## config.mk

```make
export PLATFORM = sky130hd
export DESIGN_NAME = tdm_mux8_tx
export DESIGN_NICKNAME = d
export VERILOG_FILES = /design/src/rtl/tdm_mux8_tx_pkg.sv /design/src/rtl/tdm_mux8_tx_slice.sv /design/src/rtl/tdm_mux8_tx.sv
export SDC_FILE = /design/constraint.sdc
export NUM_CORES = 1
export LEC_CHECK = 0
export ABC_AREA = 1
export BUFFER_PORTS_ARGS = -buffer_cell sky130_fd_sc_hd__buf_2
export CAP_MARGIN = 10
export CORE_MARGIN = 2
export CORE_UTILIZATION = 55
export DETAILED_ROUTE_END_ITERATION = 8
export HOLD_SLACK_MARGIN = 0.05
export PLACE_DENSITY_LB_ADDON = 0.25
export SYNTH_ARGS = -nofsm -noshare
export SYNTH_HDL_FRONTEND = slang
export SYNTH_HIERARCHICAL = 1
export SYNTH_SLANG_ARGS = --single-unit
export TNS_END_PERCENT = 10
```

## constraint.sdc

```tcl
create_clock -name clk -period 2.2 [get_ports clk]
set_input_delay 0.44 -clock clk [delete_from_list [all_inputs] [get_ports clk]]
set_output_delay 0.44 -clock clk [all_outputs]
set_load 0.005 [all_outputs]
```

## src/rtl/tdm_mux8_tx_pkg.sv

```systemverilog
// Shared constants and state encoding for the 8-channel TDM transmit path.
package tdm_mux8_tx_pkg;

    localparam int CH_NUM = 8;
    localparam int SEL_W  = 3;

    localparam logic [SEL_W-1:0] FIRST_SEL = '0;
    localparam logic [SEL_W-1:0] LAST_SEL  = SEL_W'(CH_NUM - 1);

    typedef enum logic [0:0] {
        IDLE = 1'b0,
        SEND = 1'b1
    } state_t;

endpackage

```

## src/rtl/tdm_mux8_tx_slice.sv

```systemverilog
// Combinational 8:1 channel selector, WIDTH bits per channel.
module mux8_slice
    import tdm_mux8_tx_pkg::*;
#(
    parameter int WIDTH = 1
) (
    input  logic [CH_NUM*WIDTH-1:0] i_data,
    input  logic [SEL_W-1:0]        i_sel,
    output logic [WIDTH-1:0]        o_data
);

    logic [WIDTH-1:0] w_ch [CH_NUM];

    // Unpack the flat bus so the select is a plain array index.
    for (genvar g = 0; g < CH_NUM; g++) begin : g_unpack
        assign w_ch[g] = i_data[g*WIDTH +: WIDTH];
    end

    assign o_data = w_ch[i_sel];

endmodule

```

## src/rtl/tdm_mux8_tx.sv

```systemverilog
// 8-to-1 TDM transmitter: snapshots eight channels on start, then sends one
// channel per accepted beat with a channel index the receive demux can decode.
module tdm_mux8_tx
    import tdm_mux8_tx_pkg::*;
#(
    parameter int WIDTH = 1
) (
    input  logic                    clk,
    input  logic                    rst,
    input  logic                    start,
    input  logic [CH_NUM*WIDTH-1:0] din,
    input  logic                    ready,
    output logic [WIDTH-1:0]        out,
    output logic [SEL_W-1:0]        sel,
    output logic                    valid,
    output logic                    sof,
    output logic                    busy,
    output logic                    done
);

    state_t                  r_state;
    logic [CH_NUM*WIDTH-1:0] r_snap;
    logic [WIDTH-1:0]        r_out;
    logic [SEL_W-1:0]        r_sel;
    logic                    r_valid;
    logic                    r_sof;
    logic                    r_busy;
    logic                    r_done;

    logic [SEL_W-1:0]        w_next_sel;
    logic [WIDTH-1:0]        w_next_out;
    logic                    w_accept;
    logic                    w_last;

    assign w_next_sel = r_sel + SEL_W'(1);
    assign w_accept   = r_valid && ready;
    assign w_last     = (r_sel == LAST_SEL);

    // Data for the beat after the current one is looked up ahead of time so
    // that out can stay a register and still change on the accepting edge.
    mux8_slice #(.WIDTH(WIDTH)) u_next_mux (
        .i_data (r_snap),
        .i_sel  (w_next_sel),
        .o_data (w_next_out)
    );

    // Frame FSM: capture, per-beat advance with backpressure, back-to-back restart.
    always_ff @(posedge clk or posedge rst) begin
        if (rst) begin
            r_state <= IDLE;
            r_snap  <= '0;
            r_out   <= '0;
            r_sel   <= '0;
            r_valid <= 1'b0;
            r_sof   <= 1'b0;
            r_busy  <= 1'b0;
            r_done  <= 1'b0;
        end else begin
            r_done <= 1'b0;
            case (r_state)
                IDLE: begin
                    if (start) begin
                        r_state <= SEND;
                        r_snap  <= din;
                        r_out   <= din[WIDTH-1:0];
                        r_sel   <= FIRST_SEL;
                        r_valid <= 1'b1;
                        r_sof   <= 1'b1;
                        r_busy  <= 1'b1;
                    end
                end
                SEND: begin
                    if (w_accept) begin
                        if (w_last) begin
                            r_done <= 1'b1;
                            if (start) begin
                                // Restart in place: no idle gap between frames.
                                r_snap <= din;
                                r_out  <= din[WIDTH-1:0];
                                r_sel  <= FIRST_SEL;
                                r_sof  <= 1'b1;
                            end else begin
                                r_state <= IDLE;
                                r_out   <= '0;
                                r_sel   <= FIRST_SEL;
                                r_valid <= 1'b0;
                                r_sof   <= 1'b0;
                                r_busy  <= 1'b0;
                            end
                        end else begin
                            r_sel <= w_next_sel;
                            r_out <= w_next_out;
                            r_sof <= 1'b0;
                        end
                    end
                end
                default: r_state <= IDLE;
            endcase
        end
    end

    assign out   = r_out;
    assign sel   = r_sel;
    assign valid = r_valid;
    assign sof   = r_sof;
    assign busy  = r_busy;
    assign done  = r_done;

endmodule

```

; ---- Yosys cells after proc, flatten, opt, wreduce, memory -nomap -nowiden
; Index checks and enable logic that the tools add are counted.
[totals]
register_bits = 16
input_bits = 12
out_inout_bits = 8
elab_cells = 51
[op_classes]
n_addsub = 1
n_lt_le_gt_ge = 1
eq_ne = 5
n_mux = 31
bitwise = 2
reduce_logical = 4
[op_table]
columns = operator, n
row1 = 8-bit two-way mux, 3
row2 = 1-bit two-way mux, 18
row3 = 8-bit case mux with 2 select lines, 1
row4 = 3-bit two-way mux, 3
row5 = 1-bit case mux with 2 select lines, 4
row6 = 3-bit case mux with 2 select lines, 1
row7 = "4-bit >= comparator, second input constant", 1
row8 = "2-bit by 1-bit != test with 1-bit output, second input constant", 2
row9 = "2-bit != test, second input constant", 2
row10 = 3-bit NOT with 4-bit output, 1
row11 = 2-bit AND reduction, 2
row12 = 4-bit AND reduction, 1
row13 = "3-bit by 1-bit adder with 3-bit output, second input constant", 1
row14 = 1-bit binary-select mux with 3-bit select, 1
row15 = "3-bit == test, second input constant", 1
row16 = 1-bit logical AND, 1
row17 = 1-bit NOT, 1

; ---- Logic depth before layout (Yosys ltp)
[logic_depth]
word_depth = 8
depth_mapped = 11
mapped_depth_nobuf = 11

; ---- Modules after synthesis
; The synthesis kept the hierarchy.
[modules_own_cells]
columns = module, instances, cells_per_inst, area_each_um2, seq_area_each_um2
row1 = tdm_mux8_tx, 1, 86, 748.2, 400.4
row2 = mux8_slice, 1, 28, 110.1, 0.0

; ---- Least setup slack after synthesis
; OpenSTA, ideal clock, no wires.
[synth_path]
path_kind = register -> register
start = register r_sel[0] (netlist: sel[0])
end = register r_out (netlist: out)
setup_time_ps = 117
t_arrival_ps = 1211
required_ps = 2083
setup_slack_ps = 871
path_stages_with_launch = 10
path_buffers = 0
synth_period_minus_slack_ps = 1329
path_cell_list = dfrtp_1 -> ha_1 -> ha_1 -> inv_1 -> nand2_1 -> nand2_1 -> inv_1 -> nand2_1 -> nand3_1 -> nand2_1
[synth_via]
elab_chain_len = 8
word_cells_on_any_way = 9
cone_classes = add/sub (1) / eq/ne (1) / mux (6) / bitwise (1)
[synth_lines]
columns = element, line
row1 = from (decl), tdm_mux8_tx.sv:24  ; logic [SEL_W-1:0] r_sel;
row2 = from (signal assigned), tdm_mux8_tx.sv:91  ; r_sel <= w_next_sel;
row3 = 3-bit by 1-bit adder with 3-bit output, tdm_mux8_tx.sv:35  ; assign w_next_sel = r_sel + SEL_W'(1);
row4 = net w_next_sel[2], tdm_mux8_tx.sv:30  ; logic [SEL_W-1:0] w_next_sel;
row5 = 3-bit NOT with 4-bit output (implied by the code), tdm_mux8_tx_slice.sv:19  ; assign o_data = w_ch[i_sel];
row6 = 1-bit binary-select mux with 3-bit select, tdm_mux8_tx_slice.sv:19
row7 = 1-bit two-way mux (implied by the code) (2 in a row), tdm_mux8_tx_slice.sv:19
row8 = net w_next_out, tdm_mux8_tx.sv:31  ; logic [WIDTH-1:0] w_next_out;
row9 = 1-bit two-way mux, tdm_mux8_tx.sv:74  ; if (w_last) begin
row10 = 1-bit two-way mux, tdm_mux8_tx.sv:73  ; if (w_accept) begin
row11 = 1-bit case mux with 2 select lines, tdm_mux8_tx.sv:60  ; case (r_state)
row12 = to (signal assigned), tdm_mux8_tx.sv:65  ; r_out <= din[WIDTH-1:0];
row13 = to (signal assigned), tdm_mux8_tx.sv:79  ; r_out <= din[WIDTH-1:0];
row14 = to (signal assigned), tdm_mux8_tx.sv:92  ; r_out <= w_next_out;
row15 = to (decl), tdm_mux8_tx.sv:23  ; logic [WIDTH-1:0] r_out;
; The timed path passes the listed nets, and every way through them passes these cells. The select of a mux whose other input is x is not followed.
; A chain may end at the register's enable or synchronous reset.

; ---- Worst setup path in the final report
[layout_path]
start = register r_sel[0] (netlist: sel[0])
end = register r_snap[3]
[layout_via]
elab_chain_len = 3
[layout_lines]
columns = element, line
row1 = 3-bit == test, tdm_mux8_tx.sv:37  ; assign w_last = (r_sel == LAST_SEL);
row2 = 2-bit by 1-bit != test with 1-bit output (no line), n/a
row3 = 2-bit AND reduction (no line), n/a
row4 = to (signal assigned), tdm_mux8_tx.sv:64  ; r_snap <= din;
row5 = to (signal assigned), tdm_mux8_tx.sv:78  ; r_snap <= din;
row6 = to (decl), tdm_mux8_tx.sv:22  ; logic [CH_NUM*WIDTH-1:0] r_snap;
; No other way between the ends.

==> flow_summary.ini <==
[timing]
fmax_ghz = 0.693
layout_setup_ws_ns = 0.758
rsz0062_at_grt = no
slew_viol_final = 0
slew_headroom_pct = 58.2
fin_skew_ns = 0.00198
layout_min_cycle_time_ns = 1.44
hold_viol = 0
setup_tns_ns = 0
tightest_slew_ns = 0.626
fin_crit_sh_pct = 65.6
setup_violations = 0

[setup_path]
worstPathArrival_ns = 1.67
rr_endpoint = r_snap[3]
crit_family = flip-flops
max_stage_delay_ns = 0.38
ff2ff_setup_slack_ns = 0.76
cp_num_buf_inv = 1
crit_top_cell = ha_1
worstSetupEndpointType = flop
worstSetupPathType = reg2reg
worstRegToRegCells = 6
slowest_stage = dfrtp_1
critPathLaunchType = flop
cp_cell_sequence = ha_1, ha_1, inv_1, o21ai_2, nand3_1, nand2_1
crit_fanout = 8
required_ns = 2.43
rr_startpoint = sel[0]

[route]
ant_nets = 0
drt_iter0_drc = 37
wl_per_cell_um = 11.3
drt_first_pass_iters = 4
routed_wl_mm = 1.70
avgViaCountPerCell = 5.24
vias = 786
drc = 0

[power_and_ir_drop]
power_density_nw_per_um2 = 1230
leakage_nw = 0.601
ir_drop_uv = 689
p_total_mw = 1.21

[yosys]
synth_nets = 129
synth-edff-count = 0
synthesis.area_um2 = 858
ys.flop_type = dfrtp_1
synth_top_area_share_pct = 46.6
yosys.area.top_type = dfrtp_1
syn_inst = 114
synth_commonest_cells = 38 x nand2_1, 24 x nand3_1, 18 x inv_1
ys_seq_area_share_pct = 46.6
async_flop_share_pct = 100
ys_warn_count = 6
synth_cell_type_count = 17
ys_ff_latch = 16
syn_area_per_cell_um2 = 7.53
yosys-top-cells-area = dfrtp_1 47%, nand2_1 17%, nand3_1 14%
synth_most_common_cell = nand2_1

[clock_network]
cts_tree = built
clk_latency_ns = 0.29
cts_root_buf = clkbuf_4
holdBufCountCts = 0
clock_sinks = 16
ctsResizeCount = 0
post-cts-setup-buffers = 0
cts.path.max_buffers = 2
cts-htree-levels = 1
clk_pin_slew_ns = 0.09
numCtsBuffers = 3

[global_route]
first_global_vias = 739
grt_start_max_net_pins = 17
grtUsageTotal_pct = 21.7
grt-ovfl-total = 0
antenna_found_initial = 0
grt_pass1_wl_mm = 3.06

[placement]
dpl_worst_slack_ns = 0.777
globalplace.congestion = 0.818
port_buffers = 19
placed_cells = 147
dp_hpwl_mm = 1.25

[finish]
antennaDiodeCount = 0
fin_util_pct = 66.1
syn2layout_area_growth_pct = 14.6
layout-drive-gt1-share_pct = 21.6
instances_no_fill = 150
fillerInstances = 127
fin_nets = 151

[floorplanning]
die_h_um = 43.5
io_pins = 20
die_width_um = 43.5
initial_utilization_pct = 57.6
die_area_um2 = 1890
core.rowCount = 14
core_um2 = 1490

[worst_hold_path]
worstHoldPathType = in2async

[run]
drv_cap = 0

[run_status]
run_status = complete, no violations
-- layer usage --
layer,track usage (%),share of wire (%)
met1,27.6,44
met2,36.4,47
met3,2.50,6.5
met4,10.9,2.0
met5,0,0
-- layout make-up --
type	instances	area, µm²	area share, %
sequential	16	400	40.7
multi-input combinational	75	367	37.3
timing repair buffer	19	95.1	9.67
inverter	21	78.8	8.02
clock buffer	3	22.5	2.29
tap	16	20.0	2.04
-- kinds of logic after synthesis --
| kind of cell | after synthesis | share of synthesized area [%] |
|---|---|---|
| fa+ha+maj | 3 | 4.37 |
| compound gates | 4 | 3.06 |
| buf+inv | 23 | 10.6 |
| simple gates | 68 | 35.3 |
| flops | 16 | 46.6 |
-- sequential cells by signal (all words and copies together), names as in the netlist --
name and flops:
out 1, r_state 1, r_snap 8, busy 1, done 1, sel 3
sof 1
-- stage by stage --
stage | instance area [µm²] | hold slack [ns]
detailed placement | 961 | 0.455
global route | 983 | 0.290
CTS | 983 | 0.230
finish | 983 | 0.213
floorplan | 858 | 0.354
global placement | 961 | 0.450
-- layout by cell type (no fill, tap or decap) --
master / netlist / routed
nand2_1: 38 / 38
nand3_1: 24 / 24
buf_2: 1 / 19
inv_1: 18 / 18
dfrtp_1: 16 / 16
inv_2: 3 / 3
ha_1: 3 / 3
clkbuf_4: 0 / 3
nor2_1: 2 / 2
o21ai_2: 1 / 1
nand3_2: 1 / 1
nand2_4: 1 / 1
nand2_2: 1 / 1
a21oi_1: 1 / 1
nor3_1: 1 / 1
o21ai_0: 1 / 1
a22oi_1: 1 / 1
-- worst register-to-register path: stages, from the launching register on --
cell	delay (ns)
dfrtp_1	0.38
ha_1	0.18
ha_1	0.19
inv_1	0.09
o21ai_2	0.33
nand3_1	0.13
nand2_1	0.09
-- worst max path at each step --
stage / to / from / slack, ns / cells after the start
2_1_floorplan: out / sel[0] / 0.87 / 9
3_3_place_gp: out / sel[0] / 0.83 / 9
3_5_place_dp: r_snap[3] / sel[0] / 0.78 / 6
4_1_cts: r_snap[3] / sel[0] / 0.74 / 6
5_1_grt: r_snap[3] / sel[0] / 0.59 / 6
6_report: r_snap[3] / sel[0] / 0.76 / 6
-- where the power goes --
| part | internal, mW | switching [mW] | total [mW] | leakage [nW] |
|---|---|---|---|---|
| clock network | 0.0637 | 0.0902 | 0.154 | 0.0138 |
| registers | 0.411 | 0.0730 | 0.484 | 0.198 |
| logic | 0.234 | 0.335 | 0.569 | 0.389 |
| total | 0.708 | 0.498 | 1.21 | 0.601 |
Power figures use the tool's default switching activity.
